File: config.mk
export PLATFORM = sky130hd
export DESIGN_NAME = alu_issue_stage
export DESIGN_NICKNAME = d
export VERILOG_FILES = /design/src/rtl/alu_pkg.sv /design/src/rtl/alu_decode.sv /design/src/rtl/alu_issue_stage.sv
export SDC_FILE = /design/constraint.sdc
export NUM_CORES = 1
export LEC_CHECK = 0
export ABC_CLOCK_PERIOD_IN_PS = 9550
export CORE_UTILIZATION = 41
export DETAILED_ROUTE_END_ITERATION = 8
export DONT_BUFFER_PORTS = 1
export GPL_ROUTABILITY_DRIVEN = 0
export SLEW_MARGIN = 20
export SYNTH_ARGS = -nofsm -noshare
export SYNTH_HDL_FRONTEND = slang
export SYNTH_SLANG_ARGS = --single-unit
File: constraint.sdc
create_clock -name clk -period 9.55 [get_ports clk]
set_input_delay 1.91 -clock clk [delete_from_list [all_inputs] [get_ports clk]]
set_output_delay 1.91 -clock clk [all_outputs]
set_load 0.05 [all_outputs]
File: src/rtl/alu_pkg.sv
// Shared types and constants for the ALU issue stage.
package alu_pkg;

  localparam int unsigned DATA_W     = 32;
  localparam int unsigned SHAMT_BITS = 5;

  typedef enum logic [3:0] {
    ALU_ADD  = 4'd0,
    ALU_SLL  = 4'd1,
    ALU_SLT  = 4'd2,
    ALU_SLTU = 4'd3,
    ALU_XOR  = 4'd4,
    ALU_SRL  = 4'd5,
    ALU_OR   = 4'd6,
    ALU_AND  = 4'd7,
    ALU_SUB  = 4'd8,
    ALU_SRA  = 4'd9
  } alu_op_t;

  localparam logic [6:0] OPC_OP     = 7'b0110011;
  localparam logic [6:0] OPC_OP_IMM = 7'b0010011;
  localparam logic [6:0] OPC_LUI    = 7'b0110111;
  localparam logic [6:0] OPC_AUIPC  = 7'b0010111;

  localparam logic [6:0] F7_BASE = 7'b0000000;
  localparam logic [6:0] F7_ALT  = 7'b0100000;

  // One decoded beat as handed to the execute stage.
  typedef struct packed {
    logic [DATA_W-1:0] a;
    logic [DATA_W-1:0] b;
    alu_op_t           alu_op;
    logic [2:0]        funct3;
    logic [6:0]        funct7;
    logic [6:0]        opcode;
    logic [4:0]        rd;
    logic              illegal;
  } dec_beat_t;

endpackage

File: src/rtl/alu_decode.sv
// Combinational RV32I ALU-class decoder: instruction + operands to decoded beat.
module alu_decode
  import alu_pkg::*;
#(
  parameter int unsigned XLEN    = DATA_W,
  parameter int unsigned SHAMT_W = SHAMT_BITS
) (
  input  logic [31:0]   instr,
  input  logic [XLEN-1:0] pc,
  input  logic [XLEN-1:0] rs1_val,
  input  logic [XLEN-1:0] rs2_val,
  output dec_beat_t     dec
);

  logic [6:0] opcode;
  logic [2:0] funct3;
  logic [6:0] funct7;

  assign opcode = instr[6:0];
  assign funct3 = instr[14:12];
  assign funct7 = instr[31:25];

  // Operand selection, op mapping and legality check.
  always_comb begin
    dec         = '0;
    dec.a       = rs1_val;
    dec.b       = rs2_val;
    dec.alu_op  = ALU_ADD;
    dec.funct3  = funct3;
    dec.funct7  = funct7;
    dec.opcode  = opcode;
    dec.rd      = instr[11:7];
    dec.illegal = 1'b0;
    unique case (opcode)
      OPC_OP: begin
        if (funct7 == F7_ALT && !(funct3 == 3'b000 || funct3 == 3'b101)) begin
          dec.illegal = 1'b1;
        end else if (funct7 != F7_BASE && funct7 != F7_ALT) begin
          dec.illegal = 1'b1;
        end
        unique case (funct3)
          3'b000:  dec.alu_op = instr[30] ? ALU_SUB : ALU_ADD;
          3'b001:  dec.alu_op = ALU_SLL;
          3'b010:  dec.alu_op = ALU_SLT;
          3'b011:  dec.alu_op = ALU_SLTU;
          3'b100:  dec.alu_op = ALU_XOR;
          3'b101:  dec.alu_op = instr[30] ? ALU_SRA : ALU_SRL;
          3'b110:  dec.alu_op = ALU_OR;
          default: dec.alu_op = ALU_AND;
        endcase
        // An illegal encoding still flows, but always as a plain ADD.
        if (dec.illegal) dec.alu_op = ALU_ADD;
      end
      OPC_OP_IMM: begin
        dec.b = {{(XLEN-12){instr[31]}}, instr[31:20]};
        unique case (funct3)
          3'b000:  dec.alu_op = ALU_ADD;
          3'b001: begin
            dec.b       = XLEN'(instr[20 +: SHAMT_W]);
            dec.alu_op  = ALU_SLL;
            dec.illegal = (funct7 != F7_BASE);
          end
          3'b010:  dec.alu_op = ALU_SLT;
          3'b011:  dec.alu_op = ALU_SLTU;
          3'b100:  dec.alu_op = ALU_XOR;
          3'b101: begin
            dec.b       = XLEN'(instr[20 +: SHAMT_W]);
            dec.alu_op  = instr[30] ? ALU_SRA : ALU_SRL;
            dec.illegal = (funct7 != F7_BASE) && (funct7 != F7_ALT);
          end
          3'b110:  dec.alu_op = ALU_OR;
          default: dec.alu_op = ALU_AND;
        endcase
        if (dec.illegal) dec.alu_op = ALU_ADD;
      end
      OPC_LUI: begin
        dec.a = '0;
        dec.b = XLEN'({instr[31:12], 12'b0});
      end
      OPC_AUIPC: begin
        dec.a = pc;
        dec.b = XLEN'({instr[31:12], 12'b0});
      end
      default: dec.illegal = 1'b1;
    endcase
  end

endmodule

File: src/rtl/alu_issue_stage.sv
// ALU issue stage: decode plus a 2-entry skid buffer with a registered in_ready.
module alu_issue_stage
  import alu_pkg::*;
#(
  parameter int unsigned XLEN    = DATA_W,
  parameter int unsigned SHAMT_W = SHAMT_BITS
) (
  input  logic            clk,
  input  logic            rst,
  input  logic            flush,
  input  logic            in_valid,
  output logic            in_ready,
  input  logic [31:0]     in_instr,
  input  logic [XLEN-1:0] in_pc,
  input  logic [XLEN-1:0] in_rs1_val,
  input  logic [XLEN-1:0] in_rs2_val,
  output logic            out_valid,
  input  logic            out_ready,
  output logic [XLEN-1:0] out_a,
  output logic [XLEN-1:0] out_b,
  output logic [3:0]      out_alu_op,
  output logic [2:0]      out_funct3,
  output logic [6:0]      out_funct7,
  output logic [6:0]      out_opcode,
  output logic [4:0]      out_rd,
  output logic            out_illegal
);

  dec_beat_t dec;
  dec_beat_t main_q, main_d;
  dec_beat_t skid_q, skid_d;
  logic      main_valid_q, main_valid_d;
  logic      skid_valid_q, skid_valid_d;
  logic      in_ready_q, in_ready_d;
  logic      accept;
  logic      main_free;

  alu_decode #(
    .XLEN    (XLEN),
    .SHAMT_W (SHAMT_W)
  ) u_decode (
    .instr   (in_instr),
    .pc      (in_pc),
    .rs1_val (in_rs1_val),
    .rs2_val (in_rs2_val),
    .dec     (dec)
  );

  assign accept    = in_valid && in_ready_q;
  assign main_free = !main_valid_q || out_ready;

  // Next-state for main/skid entries; flush wins over every handshake.
  always_comb begin
    main_d       = main_q;
    skid_d       = skid_q;
    main_valid_d = main_valid_q;
    skid_valid_d = skid_valid_q;
    if (flush) begin
      main_valid_d = 1'b0;
      skid_valid_d = 1'b0;
    end else if (main_free) begin
      if (skid_valid_q) begin
        // Older skid beat goes first; in_ready was low so nothing new arrives.
        main_d       = skid_q;
        main_valid_d = 1'b1;
        skid_valid_d = 1'b0;
      end else if (accept) begin
        main_d       = dec;
        main_valid_d = 1'b1;
      end else begin
        main_valid_d = 1'b0;
      end
    end else if (accept) begin
      skid_d       = dec;
      skid_valid_d = 1'b1;
    end
    in_ready_d = !skid_valid_d;
  end

  // Stage registers.
  always_ff @(posedge clk or posedge rst) begin
    if (rst) begin
      main_q       <= '0;
      skid_q       <= '0;
      main_valid_q <= 1'b0;
      skid_valid_q <= 1'b0;
      in_ready_q   <= 1'b1;
    end else begin
      main_q       <= main_d;
      skid_q       <= skid_d;
      main_valid_q <= main_valid_d;
      skid_valid_q <= skid_valid_d;
      in_ready_q   <= in_ready_d;
    end
  end

  assign in_ready    = in_ready_q;
  assign out_valid   = main_valid_q;
  assign out_a       = main_q.a;
  assign out_b       = main_q.b;
  assign out_alu_op  = main_q.alu_op;
  assign out_funct3  = main_q.funct3;
  assign out_funct7  = main_q.funct7;
  assign out_opcode  = main_q.opcode;
  assign out_rd      = main_q.rd;
  assign out_illegal = main_q.illegal;

endmodule

==> summary.md, run 1 <==
| Metric | Value |
|---|---|
| Status | finished, final reports clean |
| # diodes | 0 |
| Port bufs | 0 |
| Pwr/cell area | 236 nW/um^2 |
| CTS Buf Count | 17 |
| Die area | 21,800 sq um |
| Core area | 20,500 sq um |
| Crit end category | register |
| Routed Antenna Nets | 0 |
| Syn_nets | 1,044 |
| Mapped Cells | 911 |
| Most used flip-flop cell after synthesis | dfrtp_1 |
| Final HPWL DP | 14.8 mm |
| Final nets | 994 |
| Synth top area share | 52.9% |
| Worst path arrival time | 4.09 ns |
| Hold Buf Count CTS | 0 |
| Sequential-to-total area share from yosys stat | 53.2% |
| Post-synth EDFFs | 0 |
| RR Startpoint | skid_valid_q |
| CP Data Required Time | 9.87 ns |
| Average routed wire per standard cell | 20.6 um |
| YS warnings | 0 |
| LEAKAGE | 0.00383 uW |
| Final setup viols | 0 |
| Design Power | 2220 uW |
| Post-synthesis cell type count | 50 |
| Worst-case clock buffer depth | 2 |
| Asr flop ratio synth | 100% |
| Root Driver | clkbuf_16 |
| Cells after DPL | 1,112 |
| Gr ovfl total | 0 |
| Reg2reg setup slack | 6.41 ns |
| DRC | 0 |
| CP Class | in -> reg |
| Final TNS setup | 0 ns |
| Path type of the worst min-delay path | reg -> reg |
| CTS sink count | 185 |
| Initial antenna violation count | 0 |
| Number of global-route vias before repair | 6,458 |
| Area after DPL | 8810 sq um |
| Vias | 6,586 |
| Syn Area/Cell | 9.55 sq um |
| Met3 Use GR | 6.51% |
| Crit-path max FO | 70 |
| Num ports | 226 |
| Final non-filler cell total | 1,144 |
| Final instance area | 9410 sq um |
| Fin crit share | 39.5% |
| Detailed Route Iter0 Violations | 358 |
| Crit path from | out_ready |
| M2 GR Usage | 35.6% |
| Synth-to-layout area growth | 8.16% |
| R2r worst-path depth | 3 |
| Fillers | 1,940 |
| Fmax | 265 MHz |
| Worst-Margin Slew | 1.03 ns |
| Startpoint Class | input pin |
| Slew headroom | 31.4% |
| VDD IR-drop max | 0.124 mV |
| Fin. Hold Viols | 0 |
| # rows | 52 |
| Die Width | 148 um |
| Hold endpoint | skid_q[10] |
| Mapped cell area | 8700 sq um |
| Die Y | 148 um |
| Setup Skew | 0.0113 ns |
| CTS tree | done |
| Insertion delay to the later sink of the worst-skew pair | 0.44 ns |
| Maxcap violations | 0 |
| Largest net degree at the start of global routing | 121 |
| Count of pins over their slew limit | 0 |
| Worst Hold Slack | 0.475 ns |
| Unrepaired setup endpoints after global routing | no |
| Routed Wire Length | 23.6 mm |
| Post-CTS setup buffer count | 0 |
| Hold depth | 2 |
| Drt first pass iters | 7 |
| GRT met1 Usage | 29.0% |
| Reg clk slew, reported paths | 0.07 ns |
| Vias/cell | 5.76 |
| Share of cells above drive strength 1 | 7.21% |
| Busiest grt layer | met2 |
| GRT Util Overall | 22.3% |
| # resized after CTS | 0 |
| Initial core utilization | 42.4% |
| RR Endpoint | out_b[20] |
| Cell taking the most area after synthesis | dfrtp_1 |
| Fin crit period | 3.77 ns |
| First-pass GRT wire length | 37.5 mm |
| HP Start | skid_q[10] |
| Synthesized flop and latch total | 185 |
| Leading post-synthesis cells by cell area | dfrtp_1 53%, nand2_1 7.5%, mux2i_1 6.2%, o21ai_0 4.0%, o211ai_1 3.4% |
| Htree depth | 4 |
[layer usage]
metal	up-vias	wire [um]
met2	240	11100
li1	3113	-
met3	30	1890
met5	-	0
met4	0	471
met1	3203	10200
[worst max-delay path: stages]
cell	delay [ns]
nor2b_1	0.63
or3_4	0.56
buf_4	0.65
a21boi_0	0.20
o41ai_1	0.10
[synth_stat cells, types with 2 or more instances]
master,count
dfrtp_1,184
nand2_1,173
o21ai_0,70
mux2i_1,54
clkbuf_1,53
nor2_1,46
a21oi_1,42
nand3_1,41
o211ai_1,39
nor2b_1,36
nor3_1,22
a211oi_1,18
a22oi_1,14
buf_2,14
a31oi_1,13
a32oi_1,12
inv_1,7
nor4_1,7
o21bai_1,7
o31a_1,6
buf_1,5
buf_4,5
nand4_1,4
o31ai_1,4
or3_1,4
a21boi_0,3
nand2b_1,3
o41ai_1,2
or4_1,2
[how the worst max path moves through the flow]
stage                    end  slack, ns
6_report       out_alu_op[1]       5.78
5_1_grt        out_alu_op[1]       5.57
4_1_cts        out_alu_op[1]       5.74
3_5_place_dp   out_alu_op[0]       5.31
3_3_place_gp   out_alu_op[1]       5.32
2_1_floorplan       out_a[0]       2.61
[cells by family after synthesis]
logic type,Yosys count,share of synthesized area [%]
compound gates,236,17.7
xor+xnor,1,0.101
buf+inv,87,4.27
flops,185,53.2
mux,54,6.21
simple gates,348,18.5
[per-stage QoR]
step | setup WS, ns | util [%]
floorplan | 2.61 | -
global placement | 5.32 | 43.0
detailed placement | 5.31 | 43.0
CTS | 5.74 | 45.9
global route | 5.57 | 45.9
finish | 5.78 | 45.9
[area by class of cell]
cell class / instances / area, sq um / area share [%]
Sequential cell: 185 / 4630 / 49.3
Multi-Input combinational cell: 639 / 3720 / 39.6
Clock buffer: 17 / 425 / 4.52
Tap cell: 270 / 338 / 3.59
Clock inverter: 15 / 171 / 1.82
Timing Repair Buffer: 10 / 78.8 / 0.838
Inverter: 8 / 37.5 / 0.399
[power breakdown]
part	total (uW)	switching, uW	internal (uW)
Sequential	1270	334	932
Clock	723	347	376
Combinational	228	134	93.9
Total	2220	816	1400
[flip-flops by register name, indices dropped and copies added (netlist names)]
name / flops
in_ready: 1
out_rd: 5
skid_q: 91
out_alu_op: 4
out_illegal: 1
out_funct7: 7
out_funct3: 3
out_opcode: 7
out_b: 32
out_a: 32
out_valid: 1
skid_valid_q: 1
[cell usage in the layout, fill, tap and decap left out, drive strengths merged, types with 3 or more instances in the layout]
cell    instances
buf            10
a21boi          3
nand4           4
nor3           23
inv            18
o31ai           4
a211oi         18
a21oi          42
o21bai          7
nor4            8
mux2i          54
clkbuf         17
nand2         173
o211ai         39
nand2b          3
nor2b          36
a22oi          14
nand3          41
or4             3
or3             4
a31oi          15
clkinv          4
dfrtp         184
nor2           46
o31a            6
a32oi          13
o21ai          70
Power figures use the tool's default switching activity.
==> run 2, diff against run 1 <==
- ABC_AREA: unset -> 1
- ABC_CLOCK_PERIOD_IN_PS: 9550 -> 3100
- clock period: 9.55 -> 3.1 ns (I/O delays scaled with it)
==> summary.md, run 2 <==
| Metric | Value |
|---|---|
| Status | finished, final reports clean |
| Post-synthesis cell type count | 26 (-48%) |
| Worst path arrival time | 2.63 ns (-1.46 ns) |
| GRT Util Overall | 22.0% (-0.28 points) |
| Sequential-to-total area share from yosys stat | 52.1% (-1.1 points) |
| Routed Wire Length | 23.6 mm (about the same) |
| Drt first pass iters | 5 (-2) |
| Initial antenna violation count | 1 (+1) |
| Fin crit period | 2.29 ns |
| Syn_nets | 1,262 (+21%) |
| Post-CTS setup buffer count | 0 (unchanged) |
| Count leader, synth | nand2_1 |
| Mapped Cells | 1,129 (+24%) |
| Asr flop ratio synth | 100% (unchanged) |
| LEAKAGE | 0.00463 uW (+21%) |
| CTS Buf Count | 17 (unchanged) |
| Average routed wire per standard cell | 17.2 um (-17%) |
| Final setup viols | 0 (unchanged) |
| Worst-case clock buffer depth | 2 (unchanged) |
| Biggest register | skid_q |
| Synth Area in Simple Gates | 23.8% (+5.3 points) |
| Die Y | 149 um (+1.0%) |
| Crit end category | register |
| Leading post-synthesis cells by cell area | dfrtp_1 52%, nand2_1 14%, o21ai_0 8.6%, o21ai_1 4.3%, nor2_1 4.3% |
| Final instance area | 9630 sq um (+2.3%) |
| Commonest non-fill, non-tap cell in the layout | nand2_1 |
| CP Data Required Time | 3.43 ns (-6.44 ns) |
| Mapped cell area | 8880 sq um (+2.1%) |
| YS warnings | 0 (unchanged) |
| Fmax | 436 MHz |
| Synth Area in Adders | 0% (unchanged) |
| Path type of the worst min-delay path | in -> async |
| Largest register FFs | 91 (unchanged) |
| CP Class | reg -> reg |
| Die area | 22,300 sq um (+2.1%) |
| # rows | 53 (+1.9%) |
| Number of global-route vias before repair | 6,910 (+7.0%) |
| Share of cells above drive strength 1 | 6.90% (-0.31 points) |
| Fin crit share | 74.0% |
| Main combinational cell family by area after synthesis | simple AND/OR/NAND/NOR gates |
| Startpoint Class | register |
| # resized after CTS | 0 (unchanged) |
| Worst-Margin Slew | 1.04 ns (+0.0114 ns) |
| Synth-to-layout area growth | 8.35% |
| Crit-path max FO | 59 (-16%) |
| Synth top area share | 51.8% (-1.1 points) |
| DRC | 0 (unchanged) |
| Final TNS setup | 0 ns (unchanged) |
| Slew headroom | 30.9% (-0.55 points) |
| Compound-cell area share of the yosys netlist | 16.3% (-1.4 points) |
| VDD IR-drop max | 0.346 mV (+180%) |
| Most used flip-flop cell after synthesis | dfrtp_1 |
| Hold Buf Count CTS | 0 (unchanged) |
| Synth cell count leaders | 341 x nand2_1, 184 x dfrtp_1, 152 x o21ai_0 |
| Routed Antenna Nets | 0 (unchanged) |
| Pwr/cell area | 745 nW/um^2 (+220%) |
| Vias/cell | 5.23 (-9.1%) |
| First-pass GRT wire length | 37.9 mm (+1.2%) |
| Vias | 7,213 (+9.5%) |
| Mux cell area share after synthesis | 0% (-6.2 points) |
| Post-synth EDFFs | 0 (unchanged) |
| Final nets | 1,221 (+23%) |
| Root Driver | clkbuf_16 |
| Initial core utilization | 42.0% (-0.44 points) |
| Syn Area/Cell | 7.87 sq um (-18%) |
| Cell taking the most area after synthesis | dfrtp_1 |
| Detailed Route Iter0 Violations | 404 (+13%) |
| Unrepaired setup endpoints after global routing | no |
| Insertion delay to the later sink of the worst-skew pair | 0.42 ns (-0.02 ns) |
| CTS tree | done |
| Most frequent cells in the layout | 341 x nand2_1, 183 x dfrtp_1, 152 x o21ai_0 |
| Reg clk slew, reported paths | 0.07 ns (about the same) |
| CTS sink count | 185 (unchanged) |
| Port bufs | 0 (unchanged) |
| Fin. Hold Viols | 0 (unchanged) |
| Largest net degree at the start of global routing | 110 (-9.1%) |
| Count of pins over their slew limit | 0 (unchanged) |
| Num ports | 226 (unchanged) |
| Post-Synth XOR/XNOR Area | 0% (-0.10 points) |
| Setup Skew | 0.0103 ns (-0.00100 ns) |
| Maxcap violations | 0 (unchanged) |
| Htree depth | 4 (unchanged) |
| Gr ovfl total | 0 (unchanged) |
| Final HPWL DP | 15.2 mm (+2.6%) |
| Reg2reg setup slack | 0.81 ns (-5.60 ns) |
| Die Width | 149 um (+1.0%) |
| Core area | 21,200 sq um (+3.2%) |
| Area after DPL | 9010 sq um (+2.3%) |
| Synthesized flop and latch total | 185 (unchanged) |
[run 2: per-stage QoR]
stage               power, uW  setup slack, ns  util (%)  hold WS (ns)  cells
floorplan                4670            0.102         -         0.448   1129
global placement         4910            0.636      42.6         0.462   1344
detailed placement       4940            0.592      42.6         0.469   1344
CTS                      7240            0.722      45.5         0.264   1376
global route             7550            0.642      45.5         0.300   1376
finish                   7170            0.806      45.5         0.245   1378
[run 2: where the power goes]
part           switching (uW)  internal (uW)  leakage [uW]
sequential               1110           2930       0.00226
clock                    1030           1260      0.000291
combinational             499            332       0.00208
[run 2: routing by layer]
metal / track usage, % / vias to the layer above / wire length (um)
met5: 0 / - / 0
met4: 7.30 / 0 / 444
met3: 6.02 / 26 / 1690
met2: 35.2 / 203 / 11200
met1: 28.8 / 3400 / 10300
li1: - / 3584 / -
[run 2: cell type report]
cell class	instances	area, sq um
antenna	2	5.00
clock buffer	19	453
clock inverter	13	158
fill	2117	11500
inverter	75	292
multi-input combinational	793	3560
sequential	185	4630
tap	275	344
timing repair buffer	16	183
[run 2: final timing paths]
path,end,start,cells past startpoint
max,out_alu_op[0],in_ready,7
min,out_a[29],rst,1
max reg2reg,out_alu_op[0],in_ready,7
min reg2reg,skid_q[15],skid_q[15],2
max in group asynchronous,skid_q[4],rst,2
min in group clk,skid_q[23],in_instr[12],2
[run 2: logic make-up (layout without fill, tap and decap cells)]
kind of cell / after synthesis / in the layout
AND/OR/NAND/NOR: 522 / 522
flip-flops: 185 / 185
other: 0 / 2
AO/OA/AOI/OAI: 271 / 271
buffers and inverters: 151 / 123
[run 2: critical path, cell delays in order, from the launching register on]
cell and delay [ns]:
dfstp_2 0.70, nand2_1 0.21, nand2_1 0.12, nand2_2 0.08, nor2_4 0.13, buf_4 0.53, or2_2 0.22, a21boi_0 0.18
==> run 3, diff against run 2 <==
- ABC_CLOCK_PERIOD_IN_PS: 3100 -> 2000
- clock period: 3.1 -> 2 ns (I/O delays scaled with it)
==> summary.md, run 3 (synthesis gave the netlist of run 2 again) <==
| Metric | Value |
|---|---|
| Vias/cell | 5.23 (about the same) |
| Routed Antenna Nets | 0 (unchanged) |
| Final HPWL DP | 15.5 mm (+2.2%) |
| First-pass GRT wire length | 38.1 mm (+0.31%) |
| VDD IR-drop max | 0.534 mV (+54%) |
| Initial core utilization | 42.0% (unchanged) |
| Fmax | 555 MHz (+27%) |
| CTS tree | done |
| Commonest non-fill, non-tap cell in the layout | nand2_1 |
| Htree depth | 4 (unchanged) |
| Pwr/cell area | 1120 nW/um^2 (+51%) |
| Vias | 7,224 (+0.15%) |
| Share of cells above drive strength 1 | 6.97% (+0.072 points) |
| Reg2reg setup slack | 0.20 ns (-0.61 ns) |
| Worst-path cell chain | nand2_1 -> nand2_1 -> nand2_2 -> nor2_4 -> buf_4 -> o21ai_0 -> o21ai_1 |
| Worst-Margin Slew | 0.769 ns (-0.268 ns) |
| Root Driver | clkbuf_16 |
| Path type of the worst min-delay path | in -> reg |
| Status | finished, final reports clean |
| Synth-to-layout area growth | 8.77% |
| Final nets | 1,226 (+0.41%) |
| Fin. Hold Viols | 0 (unchanged) |
| WP buf/inv | 1 (unchanged) |
| Reg clk slew, reported paths | 0.07 ns (about the same) |
| Post-CTS setup buffer count | 0 (unchanged) |
| CTS Buf Count | 17 (unchanged) |
| Design Power | 10,800 uW (+51%) |
| Dpl ws | 0.199 ns (-0.393 ns) |
| CP top delay family | flip-flops |
| Fin crit period | 1.80 ns (-0.492 ns) |
| Area after DPL | 9090 sq um (+0.89%) |
| Number of global-route vias before repair | 6,950 (+0.58%) |
| Initial antenna violation count | 2 (+1) |
| Count of pins over their slew limit | 0 (unchanged) |
| CP peak stage delay | 0.53 ns (-0.17 ns) |
| CP max stage cell | dfstp_2 |
| Average routed wire per standard cell | 17.3 um (+1.0%) |
| Die Width | 149 um (unchanged) |
| Biggest register | skid_q |
| Final WS setup | 0.197 ns (-0.608 ns) |
| Die area | 22,300 sq um (unchanged) |
| Insertion delay to the later sink of the worst-skew pair | 0.42 ns (about the same) |
| Die Y | 149 um (unchanged) |
| Largest register FFs | 91 (unchanged) |
| Setup Skew | 0.00555 ns (-0.00477 ns) |
| Top cell by count, worst path | nand2_1 |
| Final instance area | 9660 sq um (+0.39%) |
| Sequential cell area | 4630 sq um (unchanged) |
| Worst path arrival time | 2.15 ns (-0.48 ns) |
| Maxcap violations | 0 (unchanged) |
| Core area | 21,200 sq um (unchanged) |
| LEAKAGE | 0.00464 uW (+0.21%) |
| CP Class | reg -> reg |
| DRC | 0 (unchanged) |
| Fin crit share | 90.1% (+16 points) |
| Area of the multi-input gates | 3560 sq um (unchanged) |
| Port bufs | 0 (unchanged) |
| Gr ovfl total | 0 (unchanged) |
| Unrepaired setup endpoints after global routing | no |
| Crit-path max FO | 31 (-47%) |
| CTS sink count | 185 (unchanged) |
| Final setup viols | 0 (unchanged) |
| Fillers | 2,078 (-1.8%) |
| Startpoint Class | register |
| Detailed Route Iter0 Violations | 432 (+6.9%) |
| CP Data Required Time | 2.35 ns (-1.08 ns) |
| Largest net degree at the start of global routing | 104 (-5.5%) |
| GRT Util Overall | 22.3% (+0.26 points) |
| Num ports | 226 (unchanged) |
| Worst-case clock buffer depth | 2 (unchanged) |
| Most frequent cells in the layout | 341 x nand2_1, 183 x dfrtp_1, 152 x o21ai_0 |
| Final core occ | 45.7% (+0.18 points) |
| Drt first pass iters | 5 (unchanged) |
| # rows | 53 (unchanged) |
| Slew headroom | 48.7% (+18 points) |
| Crit end category | register |
| Routed Wire Length | 23.9 mm (+1.2%) |
[run 3: where the power goes]
group	total, uW	switching [uW]	internal [uW]	leakage [uW]
clock network	3260	1450	1810	0.000256
logic	1300	776	525	0.00212
registers	6280	1730	4550	0.00226
total	10800	3960	6890	0.00464
[run 3: worst paths after layout]
path	start	to	cells after the start
max	in_ready	out_b[23]	7
min	in_instr[12]	skid_q[23]	2
max reg2reg	in_ready	out_b[23]	7
min reg2reg	skid_q[7]	skid_q[7]	2
max in group asynchronous	rst	skid_q[56]	3
min in group asynchronous	rst	out_a[25]	2
[run 3: timing repair]
item	4_1_cts	5_1_grt
hold buffers	1	0
resized for setup	0	0
hold endpoints to repair	12	0
[run 3: stage by stage]
stage                     setup TNS, ns  hold slack, ns  cells
after global routing                  0           0.117   1379
after global placement                0           0.301   1348
after CTS                             0           0.108   1379
after floorplan                 -143.28           0.448   1129
after detailed placement              0           0.303   1348
final                                 0           0.128   1380
[run 3: worst register-to-register path, cell delays in order, from the launching register on]
cell,delay [ns]
dfstp_2,0.53
nand2_1,0.14
nand2_1,0.11
nand2_2,0.08
nor2_4,0.13
buf_4,0.37
o21ai_0,0.20
o21ai_1,0.16
[run 3: per-layer routing]
metal,vias to the layer above,global-route usage [%],part of all wire (%)
li1,3592,-,-
met2,216,36.0,48
met3,23,6.79,7.4
met5,-,0,0.071
met4,2,6.73,1.6
met1,3391,28.6,43
[run 3: layout make-up]
class | instances | share of cell area, %
diodes | 1 | 0.0259
clock buffers | 21 | 4.87
clock inverters | 9 | 0.958
inverters | 75 | 2.99
multi-input cells | 793 | 36.8
flip-flops and latches | 185 | 47.9
well taps | 275 | 3.56
repair buffers | 21 | 2.82
